<file path="src/rtl/rxe_pkg.sv">
// rxe_pkg: shared state encoding and default frame limits for the MII receive controller
package rxe_pkg;
   typedef enum logic [2:0] {S_DISABLED, S_GAP, S_IDLE, S_PRE, S_DATA, S_DRAIN} rx_state_t;
   localparam int MIN_NIB_DEF = 128;
   localparam int MAX_NIB_DEF = 3036;
   localparam int MAX_PRE_DEF = 24;
   localparam int IFG_NIB_DEF = 24;
endpackage

</file>
<file path="src/rtl/rxe_satcount.sv">
// rxe_satcount: saturating statistics counter, clear beats increment
module rxe_satcount #(
   parameter int CW = 16
) (
   input  logic          i_clk,
   input  logic          i_reset_n,
   input  logic          i_inc,
   input  logic          i_clr,
   output logic [CW-1:0] o_q
);
   always_ff @(posedge i_clk or negedge i_reset_n)
      if (!i_reset_n) o_q <= '0;
      else if (i_clr) o_q <= '0;
      else if (i_inc && !(&o_q)) o_q <= o_q + 1'b1;
endmodule

</file>
<file path="src/rtl/rxe_pktctl.sv">
// rxe_pktctl: MII receive-packet controller sequencing the preamble stripper and keeping frame stats
module rxe_pktctl
   import rxe_pkg::*;
#(
   parameter int MIN_NIB = MIN_NIB_DEF,
   parameter int MAX_NIB = MAX_NIB_DEF,
   parameter int MAX_PRE = MAX_PRE_DEF,
   parameter int IFG_NIB = IFG_NIB_DEF,
   parameter int LW      = 12,
   parameter int CW      = 16
) (
   input  logic          i_clk,
   input  logic          i_reset_n,
   input  logic          i_ce,
   input  logic          i_en,
   input  logic          i_ovfl,
   input  logic          i_clrstats,
   input  logic          i_v,
   input  logic          i_err,
   input  logic          i_pv,
   output logic          o_en,
   output logic          o_cancel,
   output logic          o_busy,
   output logic          o_done,
   output logic          o_abort,
   output logic [LW-1:0] o_len,
   output logic [CW-1:0] o_good,
   output logic [CW-1:0] o_runt,
   output logic [CW-1:0] o_long,
   output logic [CW-1:0] o_bad
);
   localparam int GW = $clog2(IFG_NIB + 1);
   localparam int PW = $clog2(MAX_PRE + 1);
   localparam int NW = $clog2(MAX_NIB + 2);

   rx_state_t      st;
   logic [GW-1:0]  gapcnt;
   logic [PW-1:0]  precnt;
   logic [NW-1:0]  nibcnt, nib_nx;
   logic           ovr, fail, eof, in_pre, in_dat, end_ok;
   logic           inc_good, inc_runt, inc_long, inc_bad;

   // nib_nx includes the nibble on the wire, so overrun fires on the first nibble past MAX_NIB
   always_comb begin
      nib_nx   = (i_pv && nibcnt <= NW'(MAX_NIB)) ? nibcnt + 1'b1 : nibcnt;
      ovr      = nib_nx > NW'(MAX_NIB);
      fail     = i_err || i_ovfl;
      eof      = !i_v && !i_pv;
      in_pre   = i_ce && st == S_PRE && !i_pv;
      in_dat   = i_ce && st == S_DATA;
      end_ok   = in_dat && !fail && !ovr && eof;
      inc_bad  = (in_pre && (!i_v || precnt == PW'(MAX_PRE))) || (in_dat && fail) || (end_ok && nibcnt[0]);
      inc_long = in_dat && !fail && ovr;
      inc_runt = end_ok && !nibcnt[0] && nibcnt < NW'(MIN_NIB);
      inc_good = end_ok && !nibcnt[0] && nibcnt >= NW'(MIN_NIB);
   end

   always_ff @(posedge i_clk or negedge i_reset_n)
      if (!i_reset_n) begin
         st       <= S_DISABLED;
         gapcnt   <= '0;
         precnt   <= '0;
         nibcnt   <= '0;
         o_en     <= 1'b0;
         o_cancel <= 1'b0;
         o_busy   <= 1'b0;
         o_done   <= 1'b0;
         o_abort  <= 1'b0;
         o_len    <= '0;
      end else if (i_ce) begin
         o_done  <= 1'b0;
         o_abort <= 1'b0;
         case (st)
            S_DISABLED:
               if (i_en) begin
                  st     <= S_GAP;
                  gapcnt <= GW'(!i_v);
               end
            S_GAP:
               if (i_v) gapcnt <= '0;
               else if (gapcnt == GW'(IFG_NIB - 1)) begin
                  st   <= i_en ? S_IDLE : S_DISABLED;
                  o_en <= i_en;
               end else gapcnt <= gapcnt + 1'b1;
            S_IDLE:
               if (!i_en) begin
                  st   <= S_DISABLED;
                  o_en <= 1'b0;
               end else if (i_v) begin
                  st     <= S_PRE;
                  precnt <= PW'(1);
                  o_busy <= 1'b1;
               end
            S_PRE:
               if (i_pv) begin
                  st     <= S_DATA;
                  nibcnt <= NW'(1);
               end else if (!i_v) begin
                  st      <= S_GAP;
                  gapcnt  <= GW'(1);
                  o_en    <= 1'b0;
                  o_busy  <= 1'b0;
                  o_abort <= 1'b1;
               end else if (precnt == PW'(MAX_PRE)) begin
                  st       <= S_DRAIN;
                  o_en     <= 1'b0;
                  o_cancel <= 1'b1;
                  o_abort  <= 1'b1;
               end else precnt <= precnt + 1'b1;
            S_DATA:
               if (fail || ovr) begin
                  st       <= S_DRAIN;
                  o_en     <= 1'b0;
                  o_cancel <= 1'b1;
                  o_abort  <= 1'b1;
               end else if (eof) begin
                  st      <= S_GAP;
                  gapcnt  <= GW'(1);
                  o_en    <= 1'b0;
                  o_busy  <= 1'b0;
                  o_done  <= inc_good;
                  o_abort <= !inc_good;
                  o_len   <= inc_good ? LW'(nibcnt >> 1) : o_len;
               end else nibcnt <= nib_nx;
            S_DRAIN:
               if (!i_v) begin
                  st       <= S_GAP;
                  gapcnt   <= GW'(1);
                  o_cancel <= 1'b0;
                  o_busy   <= 1'b0;
               end
            default: st <= S_DISABLED;
         endcase
      end

   rxe_satcount #(.CW(CW)) u_good (.i_clk(i_clk), .i_reset_n(i_reset_n), .i_inc(inc_good), .i_clr(i_clrstats), .o_q(o_good));
   rxe_satcount #(.CW(CW)) u_runt (.i_clk(i_clk), .i_reset_n(i_reset_n), .i_inc(inc_runt), .i_clr(i_clrstats), .o_q(o_runt));
   rxe_satcount #(.CW(CW)) u_long (.i_clk(i_clk), .i_reset_n(i_reset_n), .i_inc(inc_long), .i_clr(i_clrstats), .o_q(o_long));
   rxe_satcount #(.CW(CW)) u_bad  (.i_clk(i_clk), .i_reset_n(i_reset_n), .i_inc(inc_bad),  .i_clr(i_clrstats), .o_q(o_bad));
endmodule

</file>
<file path="config.mk">
export PLATFORM = sky130hd
export DESIGN_NAME = rxe_pktctl
export DESIGN_NICKNAME = d
export VERILOG_FILES = /design/src/rtl/rxe_pkg.sv /design/src/rtl/rxe_satcount.sv /design/src/rtl/rxe_pktctl.sv
export SDC_FILE = /design/constraint.sdc
export NUM_CORES = 1
export LEC_CHECK = 0
export CELL_PAD_IN_SITES_DETAIL_PLACEMENT = 1
export CELL_PAD_IN_SITES_GLOBAL_PLACEMENT = 1
export CORE_MARGIN = 2
export CORE_UTILIZATION = 38
export DETAILED_ROUTE_END_ITERATION = 8
export PLACE_DENSITY = 0.76
export SYNTH_ARGS = -nofsm -noshare
export SYNTH_HDL_FRONTEND = slang
export SYNTH_SLANG_ARGS = --single-unit
</file>
<file path="constraint.sdc">
create_clock -name i_clk -period 3.15 [get_ports i_clk]
set_input_delay 0.315 -clock i_clk [delete_from_list [all_inputs] [get_ports i_clk]]
set_output_delay 0.315 -clock i_clk [all_outputs]
set_load 0.05 [all_outputs]
</file>
Word-level counts from Yosys, hierarchy flattened. Cells that the tools add are included.

Bits in registers: 105. Word-level logic and storage cells: 181. Input port bits: 9. Output and inout bits: 81.

Multiplexer cells: 70. Equal/unequal tests: 28. $lt $le $gt $ge: 4. Add/sub/neg operators: 7. Reduce and logical (&&, ||, !) cells: 57. Bitwise operators: 1.

Operator list (count): $mux W16 (8); $add A16 B1 Y16 const B (4); $reduce_and A16 Y1 (4); $mux W5 (12); $mux W12 (4); $mux W3 (11); $ne A2 B2 Y1 const B (14); $reduce_and A7 Y1 (4); $mux W1 (26); $pmux W5 S5 (1); $pmux W12 S2 (1); $logic_and A1 B1 Y1 (19); $pmux W3 S6 (1); $reduce_and A8 Y1 (2); $add A12 B1 Y12 const B (1); $ge A12 B8 Y1 const B (1); $gt A12 B12 Y1 const B (1); $le A12 B12 Y1 const B (1); $lt A12 B8 Y1 const B (1); $reduce_bool A2 Y1 (6); $add A5 B1 Y5 const B (2); $eq A5 B5 Y1 const B (2); $logic_not A1 Y1 (10); $pmux W5 S2 (1); 18 further kinds (30).

Depth between registers and ports, before layout. Gate-level depths: netlist of the first run.

Depth in word-level cells: 13. Gate-level depth with buffers: 12. Depth with buffers taken out: 10.

Hierarchy. A second synthesis of the first run with hierarchy kept.

Cell total of the unflattened synthesis: 730. Area, all modules: 6498.7 um^2.

By module, submodules not included: rxe_pktctl (seq. area each 1026.0 um^2, area each 2821.5 um^2, times used 1, cells an instance 348); rxe_satcount at u_bad ... (seq. area each 400.4 um^2, area each 919.6 um^2, times used 3, cells an instance 95); rxe_satcount at u_runt (seq. area each 400.4 um^2, area each 918.4 um^2, times used 1, cells an instance 97).

Worst setup path before layout of the first run. No wires, ideal clock.

Path kind: flip-flop to flip-flop. Start point: register nibcnt[0]. End point: register u_good.o_q[13]. Path slack: 192 ps. Buffers on the path: 2. Setup time: 78 ps. Required time: 3072 ps. Arrival time: 2880 ps. Cell stages (with the launch flop): 11. Clock period less this slack: 2958 ps. Cells stage by stage: dfrtp_1 ha_1 clkbuf_1 nand4_1 nor4_2 xor2_1 o21bai_1 o211ai_2 buf_6 or4_1 a21oi_1.

Longest elaborated chain between the ends: 11. Elaborated cells between the ends (all ways): 14. Those cells by class: 1 x add/sub; 3 x order compare; 1 x mux; 9 x reduce/logical.

Ends and longest elaborated chain: start, declared (RTL line rxe_pktctl.sv:39) `logic [NW-1:0] nibcnt, nib_nx;`; start signal, assigned (RTL line rxe_pktctl.sv:124) `end else nibcnt <= nib_nx;`; $le A12 B12 Y1 (RTL line rxe_pktctl.sv:45) `nib_nx = (i_pv && nibcnt <= NW'(MAX_NIB)) ? nibcnt + 1'b1 : nibcnt;`; $logic_and A1 B1 Y1 (RTL line rxe_pktctl.sv:45); $mux W12 (RTL line rxe_pktctl.sv:45); $gt A12 B12 Y1 (RTL line rxe_pktctl.sv:46) `ovr = nib_nx > NW'(MAX_NIB);`; $logic_not A1 Y1 (RTL line rxe_pktctl.sv:51) `end_ok = in_dat && !fail && !ovr && eof;`; $logic_and A1 B1 Y1 (2 in series) (RTL line rxe_pktctl.sv:51); $logic_and A1 B1 Y1 (RTL line rxe_pktctl.sv:55) `inc_good = end_ok && !nibcnt[0] && nibcnt >= NW'(MIN_NIB);`; $logic_and A1 B1 Y1 * (RTL line rxe_pktctl.sv:55); $logic_and A1 B1 Y1 * (RTL line rxe_satcount.sv:14) `else if (i_inc && !(&o_q)) o_q <= o_q + 1'b1;`; $reduce_bool A2 Y1 (no source line) *; end signal, assigned (RTL line rxe_satcount.sv:14); end, declared (RTL line rxe_satcount.sv:9) `output logic [CW-1:0] o_q`.

Every way passes the cells marked *; elsewhere a longest branch is shown, timed or not. A chain may end at the register's enable or synchronous reset.

Worst setup path after layout of the first run.
Start point: register nibcnt[1]. End point: register nibcnt[7].

Longest elaborated chain between the ends: 7. Elaborated cells between the ends (all ways): 11. Those cells by class: 1 x add/sub; 2 x order compare; 1 x eq/ne; 4 x mux; 3 x reduce/logical.

Ends and longest elaborated chain: $le A12 B12 Y1 (RTL line rxe_pktctl.sv:45); $logic_and A1 B1 Y1 (RTL line rxe_pktctl.sv:45); $mux W12 * (RTL line rxe_pktctl.sv:45); $gt A12 B12 Y1 (RTL line rxe_pktctl.sv:46); $logic_or A1 B1 Y1 (RTL line rxe_pktctl.sv:111) `if (fail || ovr) begin`; $ne A2 B2 Y1 (no source line); $reduce_and A5 Y1 (no source line).

Every way passes the cells marked *; elsewhere a longest branch is shown, timed or not. The select of a mux whose other input is x is not followed.

==> flow_metrics.env, run 1 <==
export IMPL_synth_compound_area_share=0.207
export IMPL_cp_max_fo=13
export IMPL_setup_violations_final=0
export IMPL_fp_dieH_um=133
export IMPL_nets=840
export IMPL_vdd_ir_drop_max_mv=0.292
export IMPL_path_buf_inv=3
export IMPL_cp_cell_sequence="inv_1, ha_1, and4bb_2, a211oi_2, o31ai_2, a22o_1, a211oi_4, buf_4, o21ai_1, buf_12, or4_1, nand3_1"
export IMPL_cp_top_family="compound AO/OA/AOI/OAI gates"
export IMPL_synth_nets=731
export IMPL_leakage_nw=3.27
export IMPL_numCtsBuffers=9
export IMPL_tightestPinTransition_ns=0.799
export IMPL_fp_coreArea_um2=16500
export IMPL_r2r_start="nibcnt[1]$_DFFE_PN0P_"
export IMPL_synth_top_area_cell="dfrtp_1"
export IMPL_p_seq_frac=0.422
export IMPL_grt_max_degree=55
export IMPL_area_delta_synth_final_pct=27.4
export IMPL_root_buffer="clkbuf_16"
export IMPL_antenna_found_initial=0
export IMPL_rsz0062_at_grt="true"
export IMPL_cts_sinks=105
export IMPL_track_usage=0.224
export IMPL_synthDistinctLibCells=74
export IMPL_synth_avg_cell_area_um2=8.90
export IMPL_ff2ff_path_depth=12
export IMPL_drv_slew=0
export IMPL_wl_per_cell_um=18.6
export IMPL_cts_tree="yes"
export IMPL_synth_area_mux_share=0.0417
export IMPL_vias=6109
export IMPL_gp_congestion=0.850
export IMPL_htreeDepth=3
export IMPL_dieArea_um2=17700
export IMPL_yosysTopAreaCellShare=0.415
export IMPL_r2r_end="nibcnt[7]$_DFFE_PN0P_"
export IMPL_ys_seq_area_frac=0.415
export IMPL_p_clk_frac=0.330
export IMPL_first_iter_violations=391
export IMPL_rows=47
export IMPL_finalWirelength_um=19500
export IMPL_synth_cells=712
export IMPL_end_kind="flip-flop"
export IMPL_synth_ff_type="dfrtp_1"
export IMPL_start_util=0.385
export IMPL_p_sw_mw=1.21
export IMPL_cp_arrival_ns=3.35
export IMPL_io_pins=90
export IMPL_drc_errors=0
export IMPL_switching_share=0.334
export IMPL_crit_type="reg -> reg"
export IMPL_cp_required_ns=3.45
export IMPL_r2r_setup_slack_ns=0.09
export IMPL_place_ws_ns=-0.151
export IMPL_post_synth_xor_area_fraction=0.0318
export IMPL_grt_overflow=0
export IMPL_p_per_area_nw_per_um2=447
export IMPL_cts_hold_fix_buffers=0
export IMPL_yosysWarnings=0
export IMPL_die_x_um=133
export IMPL_diodes=0
export IMPL_hpwlAfterDp_um=14000
export IMPL_synthSimpleGateAreaFrac=0.240
export IMPL_internal_power_mw=2.40
export IMPL_max_freq_mhz=327
export IMPL_vias_per_cell=5.84
export IMPL_cp_slowest_stage_delay_ns=0.46
export IMPL_crit_path_start_kind="flip-flop"
export IMPL_hold_class="in -> async"
export IMPL_synth_edf_count=0
export IMPL_finalHoldViolCount=2
export IMPL_dr_pass1_iters=5
export IMPL_fillers=1907
export IMPL_cts_clk_slew_worst_paths_ns=0.08
export IMPL_crit_slowest_cell="or4_1"
export IMPL_drv_cap=0
export IMPL_synthAdderAreaFrac=0.0198
export IMPL_comb_power_share=0.248
export IMPL_synth_top_family_by_area="simple AND/OR/NAND/NOR gates"
export IMPL_status="finished with violations"
export IMPL_synth_async_reset_ratio=1.00
export IMPL_syn_area_um2=6330
export IMPL_layout_setup_ws_ns=0.0906
export IMPL_whs_ns=-0.00267
export IMPL_grt_pass1_wl_um=32200
export IMPL_period_share=0.971
export IMPL_layout_min_cycle_time_ns=3.06
export IMPL_ys_top_cells_by_area="dfrtp_1, a21oi_1, nand2_1"
export IMPL_postRouteAntennaNets=0
export IMPL_io_buffer_count=88
export IMPL_fin_skew_ns=0.00918
export IMPL_synth_seq_cells=105
export IMPL_clockBufferDepth=2
export IMPL_grt_pass1_vias=6365
export IMPL_violations="negative hold slack"
export IMPL_insertion_delay_ns=0.36
export IMPL_slew_limit_headroom=0.463
export IMPL_post_route_util=0.490
export IMPL_drive_above_1_share=0.138
-- worst max-delay path by stage --
stage / from / depth (start not counted) / end / slack [ns]
after CTS: nibcnt[0]$_DFFE_PN0P_ / 10 / st[0]$_DFFE_PN0P_ / 0.05
after global placement: i_pv / 10 / nibcnt[9]$_DFFE_PN0P_ / 0.004
after detailed placement: i_pv / 10 / nibcnt[6]$_DFFE_PN0P_ / -0.15
final: nibcnt[1]$_DFFE_PN0P_ / 12 / nibcnt[7]$_DFFE_PN0P_ / 0.09
after global routing: nibcnt[1]$_DFFE_PN0P_ / 11 / u_good.o_q[7]$_DFFE_PN0P_ / -0.03
after floorplan: nibcnt[0]$_DFFE_PN0P_ / 10 / u_good.o_q[13]$_DFFE_PN0P_ / 0.19
-- what timing repair did --
item	in CTS	in global routing
resized for setup	0	6
setup endpoints to repair	0	33
setup buffers	0	4
-- power groups by stage --
stage                     registers [mW]  clock network, mW  logic [mW]
after floorplan                     1.58                  0       0.496
after global placement              1.54                  0       0.838
after detailed placement            1.55                  0       0.880
after CTS                           1.52               1.21       0.886
after global routing                1.54               1.27       0.979
final                               1.52               1.19       0.895
-- state kept, by name, indices dropped and copies added, names as in the netlist --
signal,flops
u_bad.o_q,16
u_good.o_q,16
u_long.o_q,16
u_runt.o_q,16
nibcnt,12
o_len,11
gapcnt,5
precnt,5
st,3
o_abort,1
o_busy,1
o_cancel,1
o_done,1
o_en,1
-- metrics by stage --
step                instance area (µm²)  power (mW)  std cells  setup TNS (ns)
floorplan                          6330        2.08        712               0
global placement                   7720        2.38       1026               0
detailed placement                 7720        2.43       1026           -1.34
CTS                                8020        3.62       1042               0
global route                       8070        3.79       1046         -0.0614
finish                             8070        3.61       1046               0
-- synth_stat cells (5+ instances only) --
master and n:
nor3_1 12, nand3_1 41, a21oi_1 51, xor2_1 10
o21ai_0 36, nand2_1 65, dfrtp_1 105, a21o_1 6
mux2i_1 5, or3_1 12, and4_1 6, clkbuf_1 27
ha_1 10, and3_1 15, nand4_1 13, inv_1 27
buf_2 11, xnor2_1 13, and2_1 6, o31ai_1 20
nand2b_1 8, o21ai_1 5, a2111oi_0 5, o211ai_1 7
or4_1 23, mux2_2 18, nor2_1 62, nor2b_1 7
-- cell families (layout without fill, tap and decap cells) --
family                     after synthesis  after routing
AOI/OAI and AO/OA                      190            190
xor gates and xnor gates                23             23
adders and majority gates               10             10
buffers and inverters                   68            182
DFF                                    105            105
muxes                                   24             24
other                                    1              1
and+or+nand+nor                        291            291
-- layout make-up --
class	count	area [µm²]	area share
clock buffers	9	225	0.0279
clock inverters	7	76.3	0.00946
inverters	27	101	0.0126
multi-input cells	539	3440	0.427
flip-flops and latches	105	2630	0.326
well taps	220	275	0.0341
repair buffers	139	1320	0.163
-- placed cells by master, fill, tap and decap left out, types with 7 or more instances in the layout --
master           count
a21oi_1             51
ha_1                 9
xnor2_1             13
o211ai_1             7
buf_4               47
nand3_1             41
xor2_1              10
inv_1               27
or3_1               12
nand2_1             65
clkbuf_16            9
or4_1               23
dfrtp_1            105
nand4_1             13
clkdlybuf4s50_1     86
o21ai_0             36
o31ai_1             19
mux2_2              18
nand2b_1             8
nor2_1              62
and3_1              15
nor3_1              12
nor2b_1              7
-- layer usage --
| layer | up-vias | GRT usage | part of all wire |
|---|---|---|---|
| met3 | 34 | 0.0392 | 0.036 |
| met2 | 116 | 0.385 | 0.50 |
| li1 | 2844 | - | - |
| met4 | 0 | 0.0745 | 0.019 |
| met1 | 3115 | 0.288 | 0.45 |
| met5 | - | 0 | 0 |
Note: power is estimated with default switching activity, not from simulation.
==> run 2, diff against run 1 <==
--- a/config.mk
+++ b/config.mk
@@ -10,7 +10,7 @@
 export CORE_MARGIN = 2
 export CORE_UTILIZATION = 38
 export DETAILED_ROUTE_END_ITERATION = 8
-export PLACE_DENSITY = 0.76
+export PLACE_DENSITY = 0.79
 export SYNTH_ARGS = -nofsm -noshare
 export SYNTH_HDL_FRONTEND = slang
 export SYNTH_SLANG_ARGS = --single-unit
==> constraint.sdc (replaced) <==
create_clock -name i_clk -period 2.6 [get_ports i_clk]
set_input_delay 0.78 -clock i_clk [delete_from_list [all_inputs] [get_ports i_clk]]
set_output_delay 0.78 -clock i_clk [all_outputs]
set_load 0.05 [all_outputs]
==> run 2 against run 1 <==
Against the previous run: the run ends with negative setup slack left; clock skew increased by 0.0096 ns; worst hold slack improved by 0.40 ns; non-clock buffer count increased by 114; worst setup slack got worse by 0.64 ns; flip-flop and latch count unchanged; die area unchanged; cell count increased by 11%; first-iteration DRC count increased by 85%; largest power group unchanged.
==> flow_metrics.env, run 2 (synthesis gave the netlist of run 1 again) <==
export IMPL_numCtsBuffers=9
export IMPL_grt_overflow=0
export IMPL_setup_violations_final=83
export IMPL_grt_pass1_vias=7773
export IMPL_clockBufferDepth=2
export IMPL_finalHoldViolCount=0
export IMPL_finalWirelength_um=31500
export IMPL_hpwlAfterDp_um=15900
export IMPL_area_delta_synth_final_pct=59.5
export IMPL_r2r_start="nibcnt[0]$_DFFE_PN0P_"
export IMPL_cp_slowest_stage_delay_ns=0.56
export IMPL_vias_per_cell=6.33
export IMPL_cts_clk_slew_worst_paths_ns=0.09
export IMPL_dr_pass1_iters=5
export IMPL_ff2ff_path_depth=12
export IMPL_r2r_setup_slack_ns=-0.55
export IMPL_leakage_nw=4.21
export IMPL_layout_common_cells="buf_4, dfrtp_1, clkdlybuf4s50_1"
export IMPL_cts_tree="yes"
export IMPL_crit_slowest_cell="or4_4"
export IMPL_fp_coreArea_um2=16500
export IMPL_io_pins=90
export IMPL_dieArea_um2=17700
export IMPL_cp_max_fo=9
export IMPL_diodes=0
export IMPL_status="finished with violations"
export IMPL_drv_cap=0
export IMPL_first_iter_violations=723
export IMPL_tightestPinTransition_ns=0.697
export IMPL_drc_errors=0
export IMPL_io_buffer_count=88
export IMPL_hold_class="in -> async"
export IMPL_slew_limit_headroom=0.536
export IMPL_fp_dieH_um=133
export IMPL_insertion_delay_ns=0.39
export IMPL_gp_congestion=0.994
export IMPL_dp_cells=1096
export IMPL_postRouteAntennaNets=0
export IMPL_cp_cell_sequence="buf_6, ha_4, nand4_1, buf_4, buf_6, nor4_4, buf_4, xnor2_1, buf_6, a31oi_4, or4_4, a21oi_2"
export IMPL_p_per_area_nw_per_um2=496
export IMPL_crit_path_start_kind="flip-flop"
export IMPL_rsz0062_at_grt="true"
export IMPL_layout_min_cycle_time_ns=3.15
export IMPL_drive_above_1_share=0.388
export IMPL_r2r_end="u_bad.o_q[12]$_DFFE_PN0P_"
export IMPL_crit_type="reg -> reg"
export IMPL_fin_skew_ns=0.0188
export IMPL_die_x_um=133
export IMPL_violations="negative setup slack"
export IMPL_track_usage=0.319
export IMPL_drv_slew=0
export IMPL_vdd_ir_drop_max_mv=0.341
export IMPL_vias=7346
export IMPL_cts_sinks=105
export IMPL_htreeDepth=3
export IMPL_final_common_cell="buf_4"
export IMPL_grt_pass1_wl_um=44000
export IMPL_place_ws_ns=-1.12
export IMPL_layout_setup_ws_ns=-0.549
export IMPL_end_kind="flip-flop"
export IMPL_start_util=0.385
export IMPL_grt_max_degree=38
export IMPL_wl_per_cell_um=27.2
export IMPL_nets=954
export IMPL_period_share=1.21
export IMPL_max_freq_mhz=318
export IMPL_antenna_found_initial=0
export IMPL_rows=47
export IMPL_whs_ns=0.394
export IMPL_cp_arrival_ns=3.44
export IMPL_cp_required_ns=2.90
export IMPL_root_buffer="clkbuf_16"
export IMPL_cpMostUsedCell="buf_6"
export IMPL_instances_no_fill=1160
==> run 2: cell count changes in the layout (fill, tap and decap cells not counted), moves of 8 or more <==
| cell | change |
|---|---|
| nand3_2 | +8 |
| nand3_1 | -9 |
| a21oi_2 | +29 |
| mux2_2 | -15 |
| or4_4 | +20 |
| o21ai_0 | -9 |
| buf_6 | +43 |
| o31ai_1 | -8 |
| mux2_4 | +16 |
| a21oi_1 | -33 |
| or4_1 | -20 |
| buf_4 | +68 |
==> run 2: worst max path at each step <==
| stage | from | endpoint | slack [ns] | cells after the start |
|---|---|---|---|---|
| 6_report | nibcnt[0]$_DFFE_PN0P_ | u_bad.o_q[12]$_DFFE_PN0P_ | -0.55 | 12 |
| 3_5_place_dp | i_pv | u_good.o_q[11]$_DFFE_PN0P_ | -1.12 | 10 |
| 2_1_floorplan | i_pv | u_good.o_q[13]$_DFFE_PN0P_ | -0.41 | 10 |
| 3_3_place_gp | i_pv | u_good.o_q[11]$_DFFE_PN0P_ | -0.99 | 10 |
| 5_1_grt | nibcnt[0]$_DFFE_PN0P_ | u_good.o_q[0]$_DFFE_PN0P_ | -0.62 | 15 |
| 4_1_cts | nibcnt[0]$_DFFE_PN0P_ | u_good.o_q[9]$_DFFE_PN0P_ | -0.38 | 12 |
==> run 2: timing repair <==
action                     CTS  global route
hold buffers                 0             0
setup endpoints to repair   96            93
pin swaps                   64            66
resized for setup          130           143
buffers inserted            33            19
gates cloned                 6             1
==> run 2: metal layers <==
metal / track usage / part of all wire / vias up
met2: 0.544 / 0.50 / 368
met3: 0.0654 / 0.056 / 136
met4: 0.177 / 0.056 / 0
met1: 0.377 / 0.39 / 3776
met5: 0 / 0 / -
li1: - / - / 3066
==> run 2: worst max-delay path: cells and delay by family, from the launching register on <==
family,cells,cell delay [ns]
xor gates and xnor gates,1,0.21
buffers and inverters,5,0.91
adders and majority gates,1,0.16
AOI/OAI and AO/OA,2,0.34
DFF,1,0.44
and+or+nand+nor,3,1.00
==> run 2: cell type report <==
type	instances	area, µm²
timing repair buffer	253	2370
sequential	105	2630
clock buffer	9	225
multi-input combinational	539	4430
tap	220	275
inverter	27	101
clock inverter	7	76.3
fill	1759	6360
==> run 2: metrics by stage <==
| step | area, µm² | utilization | total power [mW] | setup TNS [ns] |
|---|---|---|---|---|
| finish | 10100 | 0.614 | 5.01 | -36.89 |
| global route | 10100 | 0.614 | 5.15 | -42.97 |
| CTS | 9550 | 0.580 | 4.74 | -21.55 |
| detailed placement | 8270 | 0.503 | 3.09 | -86.62 |
| global placement | 8270 | 0.503 | 3.03 | -75.78 |
| floorplan | 6390 | - | 2.53 | -17.92 |
==> run 2: power breakdown <==
part,switching (mW),internal [mW]
clock network,0.751,0.759
registers,0.116,1.72
logic,0.971,0.690
total,1.84,3.17
